**src/rtl/serial_fifo_pkg.sv**
```systemverilog
// serial_fifo_pkg
// Shared definitions for the serial FIFO controller: status register bit
// positions, TX FSM state encoding and the default FIFO depth.
package serial_fifo_pkg;

    localparam int DEFAULT_DEPTH = 16;

    // Status register bit positions
    localparam int TXNF   = 0;
    localparam int RXNE   = 1;
    localparam int OVR    = 2;
    localparam int TXIDLE = 3;

    typedef enum logic [1:0] {
        ST_IDLE  = 2'd0,
        ST_START = 2'd1,
        ST_HOLD  = 2'd2
    } tx_state_t;

endpackage

```
**src/rtl/sync_fifo.sv**
```systemverilog
// sync_fifo
// Single-clock FIFO with registered pointers and occupancy count.
// A pop is accepted only when not empty. A push is accepted when not full,
// or when full and a pop is accepted in the same cycle. When the FIFO is
// empty and both are requested, only the push takes effect.
// Ports:
//   clk, rst        clock, asynchronous active-high reset
//   push, data_in   write request and data
//   pop             read request (head advances at the edge)
//   head            oldest entry (undefined contents when empty)
//   full, empty     occupancy flags
//   count           entries held, 0..DEPTH
module sync_fifo #(
    parameter int WIDTH = 8,
    parameter int DEPTH = 16
) (
    input  logic                     clk,
    input  logic                     rst,
    input  logic                     push,
    input  logic                     pop,
    input  logic [WIDTH-1:0]         data_in,
    output logic [WIDTH-1:0]         head,
    output logic                     full,
    output logic                     empty,
    output logic [$clog2(DEPTH):0]   count
);

    localparam int PTR_W = $clog2(DEPTH);
    localparam int CNT_W = PTR_W + 1;

    logic [WIDTH-1:0] mem [DEPTH];
    logic [PTR_W-1:0] wr_ptr;
    logic [PTR_W-1:0] rd_ptr;
    logic             do_push;
    logic             do_pop;

    assign full    = (count == CNT_W'(DEPTH));
    assign empty   = (count == '0);
    assign do_pop  = pop && !empty;
    assign do_push = push && (!full || do_pop);
    assign head    = mem[rd_ptr];

    // Storage is not reset; empty-ness is carried entirely by count.
    always_ff @(posedge clk) begin
        if (do_push) begin
            mem[wr_ptr] <= data_in;
        end
    end

    // DEPTH is a power of two, so pointers wrap naturally.
    always_ff @(posedge clk or posedge rst) begin
        if (rst) begin
            wr_ptr <= '0;
            rd_ptr <= '0;
            count  <= '0;
        end else begin
            if (do_push) begin
                wr_ptr <= wr_ptr + PTR_W'(1);
            end
            if (do_pop) begin
                rd_ptr <= rd_ptr + PTR_W'(1);
            end
            case ({do_push, do_pop})
                2'b10:   count <= count + CNT_W'(1);
                2'b01:   count <= count - CNT_W'(1);
                default: count <= count;
            endcase
        end
    end

endmodule

```
**src/rtl/serial_fifo_ctrl.sv**
```systemverilog
// serial_fifo_ctrl
// CPU-facing byte FIFO front end for a UART: an RX FIFO filled by the
// receiver and drained by CPU data reads, a TX FIFO filled by CPU data
// writes and drained by a small start/hold FSM into the transmitter, a
// status register, and a registered interrupt.
// Ports:
//   clk, rst                  clock, asynchronous active-high reset
//   enable_i, readEnable_i    one CPU access per high cycle; 1 = read
//   mode_i                    0 = data register, 1 = status register
//   dataSave_i, dataLoad_o    CPU write / read data (bytes in [7:0])
//   int_o                     interrupt: RX not empty or overrun
//   rxdReady_i, rxdData_i     received byte pulse and byte
//   txdBusy_i                 transmitter busy
//   txdStart_o, txdData_o     transmit start pulse and byte
//
// TX FSM
//   state    | meaning
//   ST_IDLE  | waiting for a queued byte and an idle transmitter
//   ST_START | one-cycle start pulse, head byte presented and popped
//   ST_HOLD  | one-cycle guard while the transmitter raises busy
module serial_fifo_ctrl
    import serial_fifo_pkg::*;
#(
    parameter int DEPTH = DEFAULT_DEPTH
) (
    input  logic        clk,
    input  logic        rst,
    input  logic        enable_i,
    input  logic        readEnable_i,
    input  logic        mode_i,
    input  logic [31:0] dataSave_i,
    output logic [31:0] dataLoad_o,
    output logic        int_o,
    input  logic        rxdReady_i,
    input  logic [7:0]  rxdData_i,
    input  logic        txdBusy_i,
    output logic        txdStart_o,
    output logic [7:0]  txdData_o
);

    localparam int CNT_W = $clog2(DEPTH) + 1;

    tx_state_t        state;
    tx_state_t        state_nxt;

    logic             data_rd;
    logic             status_rd;
    logic             data_wr;

    logic [7:0]       rx_head;
    logic             rx_full;
    logic             rx_empty;
    logic [CNT_W-1:0] rx_count;
    logic             rx_pop_ok;

    logic [7:0]       tx_head;
    logic             tx_full;
    logic             tx_empty;
    logic [CNT_W-1:0] tx_count;
    logic             tx_pop;

    logic             overrun;
    logic             tx_idle;
    logic [7:0]       txd_last;
    logic [31:0]      status;
    logic             unused_bits;

    assign data_rd   = enable_i &&  readEnable_i && !mode_i;
    assign status_rd = enable_i &&  readEnable_i &&  mode_i;
    assign data_wr   = enable_i && !readEnable_i && !mode_i;

    assign rx_pop_ok   = data_rd && !rx_empty;
    assign unused_bits = ^{dataSave_i[31:8], rx_count, tx_count};

    sync_fifo #(
        .WIDTH (8),
        .DEPTH (DEPTH)
    ) u_rx_fifo (
        .clk     (clk),
        .rst     (rst),
        .push    (rxdReady_i),
        .pop     (data_rd),
        .data_in (rxdData_i),
        .head    (rx_head),
        .full    (rx_full),
        .empty   (rx_empty),
        .count   (rx_count)
    );

    sync_fifo #(
        .WIDTH (8),
        .DEPTH (DEPTH)
    ) u_tx_fifo (
        .clk     (clk),
        .rst     (rst),
        .push    (data_wr),
        .pop     (tx_pop),
        .data_in (dataSave_i[7:0]),
        .head    (tx_head),
        .full    (tx_full),
        .empty   (tx_empty),
        .count   (tx_count)
    );

    // A byte arriving at a full FIFO is lost unless a read frees a slot in
    // the same cycle. A new overrun wins over a simultaneous status-read clear
    // so the event is never missed.
    always_ff @(posedge clk or posedge rst) begin
        if (rst) begin
            overrun <= 1'b0;
        end else if (rxdReady_i && rx_full && !rx_pop_ok) begin
            overrun <= 1'b1;
        end else if (status_rd) begin
            overrun <= 1'b0;
        end
    end

    always_ff @(posedge clk or posedge rst) begin
        if (rst) begin
            int_o <= 1'b0;
        end else begin
            int_o <= !rx_empty || overrun;
        end
    end

    assign tx_idle = tx_empty && (state == ST_IDLE) && !txdBusy_i;

    always_comb begin
        status         = 32'h0;
        status[TXNF]   = !tx_full;
        status[RXNE]   = !rx_empty;
        status[OVR]    = overrun;
        status[TXIDLE] = tx_idle;
    end

    always_comb begin
        dataLoad_o = 32'h0;
        if (data_rd) begin
            dataLoad_o = rx_empty ? 32'h0 : {24'h0, rx_head};
        end else if (status_rd) begin
            dataLoad_o = status;
        end
    end

    // TX FSM: state register
    always_ff @(posedge clk or posedge rst) begin
        if (rst) begin
            state <= ST_IDLE;
        end else begin
            state <= state_nxt;
        end
    end

    // TX FSM: next state
    always_comb begin
        state_nxt = state;
        case (state)
            ST_IDLE:  if (!tx_empty && !txdBusy_i) state_nxt = ST_START;
            ST_START: state_nxt = ST_HOLD;
            ST_HOLD:  state_nxt = ST_IDLE;
            default:  state_nxt = ST_IDLE;
        endcase
    end

    // TX FSM: outputs. Outside START the last handed-over byte is held.
    always_comb begin
        txdStart_o = (state == ST_START);
        tx_pop     = (state == ST_START);
        txdData_o  = (state == ST_START) ? tx_head : txd_last;
    end

    always_ff @(posedge clk or posedge rst) begin
        if (rst) begin
            txd_last <= 8'h0;
        end else if (state == ST_START) begin
            txd_last <= tx_head;
        end
    end

endmodule

```
**config.mk**
```make
export PLATFORM = sky130hd
export DESIGN_NAME = serial_fifo_ctrl
export DESIGN_NICKNAME = d
export VERILOG_FILES = /design/src/rtl/serial_fifo_pkg.sv /design/src/rtl/sync_fifo.sv /design/src/rtl/serial_fifo_ctrl.sv
export SDC_FILE = /design/constraint.sdc
export NUM_CORES = 1
export LEC_CHECK = 0
export CAP_MARGIN = 15
export CORE_MARGIN = 5
export CORE_UTILIZATION = 60
export CTS_CLUSTER_SIZE = 20
export DETAILED_ROUTE_END_ITERATION = 6
export PLACE_DENSITY = 0.87
export SYNTH_ARGS = -nofsm -noshare
export SYNTH_HDL_FRONTEND = slang
export SYNTH_HIERARCHICAL = 1
export SYNTH_SLANG_ARGS = --single-unit
```
**constraint.sdc**
```tcl
create_clock -name clk -period 5.4 [get_ports clk]
set_input_delay 1.35 -clock clk [delete_from_list [all_inputs] [get_ports clk]]
set_output_delay 1.35 -clock clk [all_outputs]
set_load 0.03 [all_outputs]
```
==> impl_metrics.env, run 1 <==
export IMPL_status="complete, no violations"
export IMPL_max_slew_margin_pct=33.7
export IMPL_totalNegativeSetupSlack_ps=0
export IMPL_rsz0062_at_grt="false"
export IMPL_ys_ff_latch=294
export IMPL_holdPathEnd="u_rx_fifo/wr_ptr[2]"
export IMPL_drt_initial_drc_count=801
export IMPL_cp_slowest_stage_delay_ps=990
export IMPL_dpl_instance_area_um2=13100
export IMPL_antenna_found_initial=0
export IMPL_start_util_pct=61.3
export IMPL_min_path_cells=1
export IMPL_dp_hpwl_um=16600
export IMPL_r2r_cells=8
export IMPL_first_pass_iters=5
export IMPL_finalCritPeriodShare_pct=88.0
export IMPL_rr_endpoint="u_tx_fifo/count[4]"
export IMPL_synth_compound_area_share_pct=4.70
export IMPL_grt_pass1_vias=6879
export IMPL_post_route_cell_area_um2=14000
export IMPL_synth_area_mux_share_pct=13.3
export IMPL_synth_area_um2=12400
export IMPL_period_needed_ps=4750
export IMPL_synthSimpleGateAreaFrac_pct=6.13
export IMPL_synthArstFlopShare_pct=12.9
export IMPL_grt_use_total_pct=22.0
export IMPL_r2r_start="u_tx_fifo/count[1]"
export IMPL_dp_cells=994
export IMPL_cp_end_kind="output pin"
export IMPL_stdcell_count=1047
export IMPL_setup_violations=0
export IMPL_synth_top_cells_by_area="edfxtp_1 (62%), mux4_2 (12%), dfrtp_1 (7.6%), a22oi_1 (2.1%), ha_1 (1.6%)"
export IMPL_clk_pin_slew_worst_paths_ps=60
export IMPL_clk_latency_ps=540
export IMPL_skew_ps=22.7
export IMPL_synth_adder_area_share_pct=1.93
export IMPL_postSynthAreaPerCell_um2=17.7
export IMPL_fillCellCount=1202
export IMPL_numCtsBuffers=29
export IMPL_fin_util_pct=69.1
export IMPL_cts_tree="yes"
export IMPL_crit_buf_inv=2
export IMPL_yosysTopAreaCell="edfxtp_1"
export IMPL_cts_hold_buf=0
export IMPL_critical_path_class="flop to output pin"
export IMPL_boundaryPins=89
export IMPL_timing_fmax_mhz=210
export IMPL_r2r_slack_ps=2560
export IMPL_drv_slew=0
export IMPL_syn2layout_area_growth_pct=12.7
export IMPL_cts_max_level=1
export IMPL_drc=0
export IMPL_path_max_fanout=21
export IMPL_mostFrequentLayoutCell="edfxtp_1"
export IMPL_critPathSlowestCell="dfrtp_1"
export IMPL_viasPerCell=6.38
export IMPL_startpoint_type="flop"
export IMPL_rows=52
export IMPL_dieHeight_um=154
export IMPL_synth_cell_types=62
export IMPL_cp_top_family="flip-flops"
export IMPL_die_w_um=154
export IMPL_synthCells=703
export IMPL_cts_resized=0
export IMPL_grt_pass1_wl_um=40200
export IMPL_ant_nets=0
export IMPL_worst_slew_pin_transition_ps=995
export IMPL_cts_root_buf="clkbuf_16"
export IMPL_wire_per_inst_um=25.0
export IMPL_path_cells="buf_4 > mux4_2 > a22oi_1 > nand2_1 > a32oi_1 > nor2_1 > clkdlybuf4s50_1"
export IMPL_portBuffers=40
export IMPL_vias=6682
export IMPL_synth_top_family_by_area="multiplexers"
export IMPL_synth_warnings=6
export IMPL_clock_sinks=294
export IMPL_drt_wl_total_um=26100
export IMPL_n_antenna_cell=0
export IMPL_peakVddDrop_mv=0.432
export IMPL_mostFrequentLayoutCells="edfxtp_1 (256), mux4_2 (64), clkdlybuf4s50_1 (40), dfrtp_1 (36), a22oi_1 (35)"
export IMPL_clockBufferDepth=3
export IMPL_synth_yosys_seq_area_share_pct=69.4
export IMPL_cp_arrival_ps=3400
export IMPL_coreArea_um2=20300
export IMPL_cts_setup_buffers=0
export IMPL_gr_total_overflow=0
export IMPL_gp_congestion=0.826
export IMPL_synth_edf_count=256
export IMPL_nNetsFinal=820
export IMPL_ys_flop_type="edfxtp_1"
export IMPL_cp_required_ps=4050
export IMPL_hold_path_class="flop to flop"
export IMPL_maxCapViolations=0
export IMPL_die_area_um2=23700
export IMPL_netlist_area_leader_share_pct=61.8
export IMPL_p_leak_nw=4.85
export IMPL_drive_gt1_share_pct=19.3
export IMPL_p_per_area_nw_per_um2=522
export IMPL_synth_xor_xnor_area_share_pct=1.27
export IMPL_grt_max_degree=36
export IMPL_finalHoldViolCount=0
export IMPL_worstHoldStart="u_rx_fifo/wr_ptr[2]"
## flip-flops by register name, indices dropped and copies added (netlist names)
name and count:
int_o 1, overrun 1, state 2, txd_last 8
u_rx_fifo/count 5, u_rx_fifo/mem 128, u_rx_fifo/rd_ptr 4, u_rx_fifo/wr_ptr 4
u_tx_fifo/count 5, u_tx_fifo/mem 128, u_tx_fifo/rd_ptr 4, u_tx_fifo/wr_ptr 4
## worst max-delay path by stage
stage                         from            end  slack, ps  cells after the start
2_1_floorplan               mode_i  dataLoad_o[1]       1810                      3
3_3_place_gp                mode_i  dataLoad_o[2]       1020                      5
3_5_place_dp                mode_i  dataLoad_o[3]        960                      5
4_1_cts        u_rx_fifo/rd_ptr[1]  dataLoad_o[3]        670                      7
5_1_grt        u_rx_fifo/rd_ptr[1]  dataLoad_o[3]        560                      7
6_report       u_rx_fifo/rd_ptr[1]  dataLoad_o[3]        650                      7
## cell type report
cell class                 count  area (um2)  area share (%)
sequential                   294        8640            61.6
tap                          270         338            2.41
inverter                      20        75.1           0.535
clock inverter                15         180            1.29
clock buffer                  38         779            5.56
timing repair buffer          54         518            3.69
multi-input combinational    356        3490            24.9
## routing by layer
layer / vias to the layer above / track usage, % / wire [um]
met5: - / 0 / 0
met3: 42 / 2.59 / 1840
met1: 3462 / 28.8 / 9590
met2: 345 / 39.6 / 14000
met4: 0 / 5.80 / 646
li1: 2833 / - / -
## worst register-to-register path, cell delays in order, from the launching register on
cell	delay, ps
dfrtp_1	470
or4_1	750
o21bai_4	260
inv_1	110
ha_1	360
nand2b_1	110
a2111o_1	400
o211ai_1	130
o211ai_1	110
## report_power, final
part / internal [mW] / leakage (nW) / total, mW / switching, mW
combinational: 1.06 / 1.63 / 2.33 / 1.27
sequential: 2.74 / 2.76 / 2.99 / 0.250
clock: 1.20 / 0.469 / 2.00 / 0.798
total: 5.00 / 4.85 / 7.32 / 2.32
## per-stage QoR
stage / hold slack (ps) / power, mW / worst slack [ps]
after detailed placement: 481 / 5.31 / 965
after global placement: 469 / 5.17 / 1020
after floorplan: 447 / 4.67 / 1810
after global routing: 511 / 7.64 / 558
after CTS: 494 / 7.33 / 666
final: 496 / 7.32 / 646
## Yosys cell counts (all sizes together) (2+ instances only)
library cell  instances
and2                  7
nand3                10
a22oi                35
inv                  20
mux2                 14
xor2                  6
o211ai                6
or4                   2
nand2b               10
mux2i                 2
o21ai                 6
buf                  41
o22ai                 3
a21o                  2
nand2                29
nand3b                3
dfrtp                38
edfxtp              256
and3                 20
clkbuf               15
xnor2                12
mux4                 64
nor3                  9
ha                   16
o31a                  2
a32o                  2
nor2b                 8
nor4                  3
a21oi                 8
a2111o                2
fa                    2
nor2                 34
a211oi                2
## kinds of logic (layout without fill, tap and decap cells)
group                    after synthesis  in the layout
XOR/XNOR                              18             18
other                                  1             24
adder cells (fa/ha/maj)               18             18
multiplexers                          80             80
AO/OA/AOI/OAI                         76             76
AND/OR/NAND/NOR                      140            140
flip-flops                           294            294
buffers and inverters                 76            127
Power figures use the tool's default switching activity.
==> run 2, diff against run 1 <==
Settings changed: GPL_ROUTABILITY_DRIVEN set to 0, SYNTH_HIERARCHICAL 1 to unset.
Clock period 5.4 ns to 5.8 ns, I/O delays scaled along.
==> impl_metrics.env, run 2 <==
export IMPL_status="complete, no violations"
export IMPL_cts_hold_buf=0
export IMPL_clock_sinks=294
export IMPL_drt_wl_total_um=26100
export IMPL_path_cells="clkdlybuf4s50_1 > nand3b_1 > a21oi_1 > buf_4 > a22o_1 > clkdlybuf4s50_1"
export IMPL_clockBufferDepth=3
export IMPL_worst_slew_pin_transition_ps=1130
export IMPL_totalNegativeSetupSlack_ps=0
export IMPL_dieHeight_um=153
export IMPL_cts_max_level=1
export IMPL_grt_pass1_vias=6965
export IMPL_cp_required_ps=4350
export IMPL_cts_root_buf="clkbuf_16"
export IMPL_p_sw_mw=2.09
export IMPL_r2r_start="state[1]"
export IMPL_peakVddDrop_mv=0.309
export IMPL_first_pass_iters=5
export IMPL_cts_setup_buffers=0
export IMPL_numCtsBuffers=29
export IMPL_ys_flop_type="edfxtp_1"
export IMPL_stdcell_count=1080
export IMPL_synth_edf_count=256
export IMPL_ant_nets=0
export IMPL_critPathSlowestCell="clkdlybuf4s50_1"
export IMPL_synth_warnings=0
export IMPL_pwr_share_comb_pct=26.7
export IMPL_rsz0062_at_grt="false"
export IMPL_cp_startpoint="mode_i"
export IMPL_biggestRegsByFlops="u_rx_fifo.mem: 128 flops, u_tx_fifo.mem: 128 flops, txd_last: 8 flops"
export IMPL_cp_slowest_stage_delay_ps=680
export IMPL_synthArstFlopShare_pct=12.9
export IMPL_n_antenna_cell=0
export IMPL_syn2layout_area_growth_pct=12.5
export IMPL_startpoint_type="input port"
export IMPL_skew_ps=7.46
export IMPL_critPathMostFrequentCell="clkdlybuf4s50_1"
export IMPL_period_needed_ps=5230
export IMPL_p_per_area_nw_per_um2=479
export IMPL_die_w_um=153
export IMPL_portBuffers=40
export IMPL_rows=52
export IMPL_ys_ff_latch=294
export IMPL_netlist_area_leader_share_pct=62.3
export IMPL_synth_area_um2=12300
export IMPL_dp_hpwl_um=16000
export IMPL_grt_max_degree=61
export IMPL_start_util_pct=61.0
export IMPL_antenna_found_initial=0
export IMPL_drt_initial_drc_count=655
export IMPL_critical_path_class="input port to output pin"
export IMPL_die_area_um2=23500
export IMPL_timing_fmax_mhz=191
export IMPL_synthCells=747
export IMPL_crit_buf_inv=3
export IMPL_cp_end_kind="output pin"
export IMPL_wire_per_inst_um=24.1
export IMPL_max_slew_margin_pct=24.5
export IMPL_path_max_fanout=10
export IMPL_gr_total_overflow=0
export IMPL_synth_cell_types=50
export IMPL_maxCapViolations=0
export IMPL_boundaryPins=89
export IMPL_setup_violations=0
export IMPL_mostFrequentLayoutCells="edfxtp_1 (256), mux2i_1 (64), clkdlybuf4s50_1 (37), dfrtp_1 (37), nand2_1 (31)"
export IMPL_grt_pass1_wl_um=39800
export IMPL_finalCritPeriodShare_pct=90.2
export IMPL_synth_top_cells_by_area="edfxtp_1 (62%), dfrtp_1 (7.7%), mux2i_1 (5.2%), mux4_2 (4.7%), mux4_1 (1.9%)"
export IMPL_cts_resized=0
export IMPL_cts_tree="yes"
export IMPL_mostFrequentLayoutCell="edfxtp_1"
export IMPL_synth_commonest_cells="edfxtp_1 (256), mux2i_1 (64), dfrtp_1 (38), nand2_1 (31), and2_1 (27)"
export IMPL_clk_pin_slew_worst_paths_ps=60
export IMPL_clock_power_share_pct=29.6
export IMPL_postSynthAreaPerCell_um2=16.5
export IMPL_seqPwrFrac_pct=43.6
export IMPL_synth_most_common_cell="edfxtp_1"
export IMPL_vias=6664
export IMPL_nNetsFinal=853
export IMPL_drc=0
export IMPL_dp_cells=1027
export IMPL_intPower_mw=4.56
export IMPL_cp_arrival_ps=3780
export IMPL_clk_latency_ps=540
export IMPL_hold_path_class="flop to flop"
export IMPL_viasPerCell=6.17
export IMPL_p_leak_nw=4.91
export IMPL_yosysTopAreaCell="edfxtp_1"
export IMPL_synth_yosys_seq_area_share_pct=70.0
export IMPL_grt_use_total_pct=21.9
export IMPL_finalHoldViolCount=0
export IMPL_coreArea_um2=20200
export IMPL_drv_slew=0
export IMPL_worstHoldStart="overrun"
export IMPL_drive_gt1_share_pct=11.6
export IMPL_cp_top_family="buffers and inverters"
export IMPL_sw_frac_of_total_pct=31.4
run 2: path summary, 6_finish.rpt:
kind                                       endpoint  depth (start not counted)  slack (ps)
max in group asynchronous       u_tx_fifo.rd_ptr[1]                          3        4040
worst min register to register                int_o                          2         500
worst max-delay path                  dataLoad_o[3]                          6         570
min in group asynchronous        u_rx_fifo.count[2]                          3        1340
worst max register to register   u_tx_fifo.count[4]                         10        2300
worst min-delay path                          int_o                          2         500
run 2: area by class of cell:
class                      instances  area, um2
fill                            1235       6350
sequential                       294       8640
inverter                          23       86.3
clock buffer                      34        764
clock inverter                    19        245
multi-input combinational        390       3340
tap                              270        338
timing repair buffer              50        468
run 2: power by group through the flow:
stage / sequential [mW] / clock, mW / combinational, mW
2_1_floorplan: 2.68 / 0 / 1.45
3_3_place_gp: 2.89 / 0 / 1.64
3_5_place_dp: 2.93 / 0 / 1.75
4_1_cts: 2.89 / 1.99 / 1.78
5_1_grt: 2.93 / 2.09 / 1.90
6_report: 2.90 / 1.97 / 1.78
run 2: kinds of logic (layout without fill, tap and decap cells):
family                     count (synthesis)  count (layout)  share of synthesized area (%)
buffers and inverters                     86             126                           3.66
adders and majority gates                 18              18                           1.83
DFF                                      294             294                           70.0
AOI/OAI and AO/OA                         94              94                           4.96
and+or+nand+nor                          130             130                           5.82
other                                      1              24                         0.0304
muxes                                    103             103                           12.2
xor gates and xnor gates                  21              21                           1.49
run 2: tightest hold or removal path, stage by stage, from the launching register on:
cell and delay [ps]:
dfrtp_1 350, inv_1 60, nand2_1 60
run 2: through the flow:
| stage | setup slack, ps | power [mW] | hold WS, ps | cell area, um2 | utilization [%] |
|---|---|---|---|---|---|
| 2_1_floorplan | 1320 | 4.13 | 435 | 12400 | - |
| 4_1_cts | 548 | 6.67 | 496 | 13900 | 68.6 |
| 3_3_place_gp | 631 | 4.54 | 458 | 12900 | 63.6 |
| 6_report | 567 | 6.65 | 495 | 13900 | 68.6 |
| 3_5_place_dp | 548 | 4.68 | 468 | 12900 | 63.6 |
| 5_1_grt | 461 | 6.92 | 538 | 13900 | 68.6 |
run 2: per-layer routing:
layer  global-route usage, %  vias to the layer above  wire length (um)
met5                       0                        -                 0
met3                    3.82                       67              1790
met1                    26.2                     3348              9550
met2                    39.7                      336             13800
met4                    8.33                        0               953
li1                        -                     2913                 -
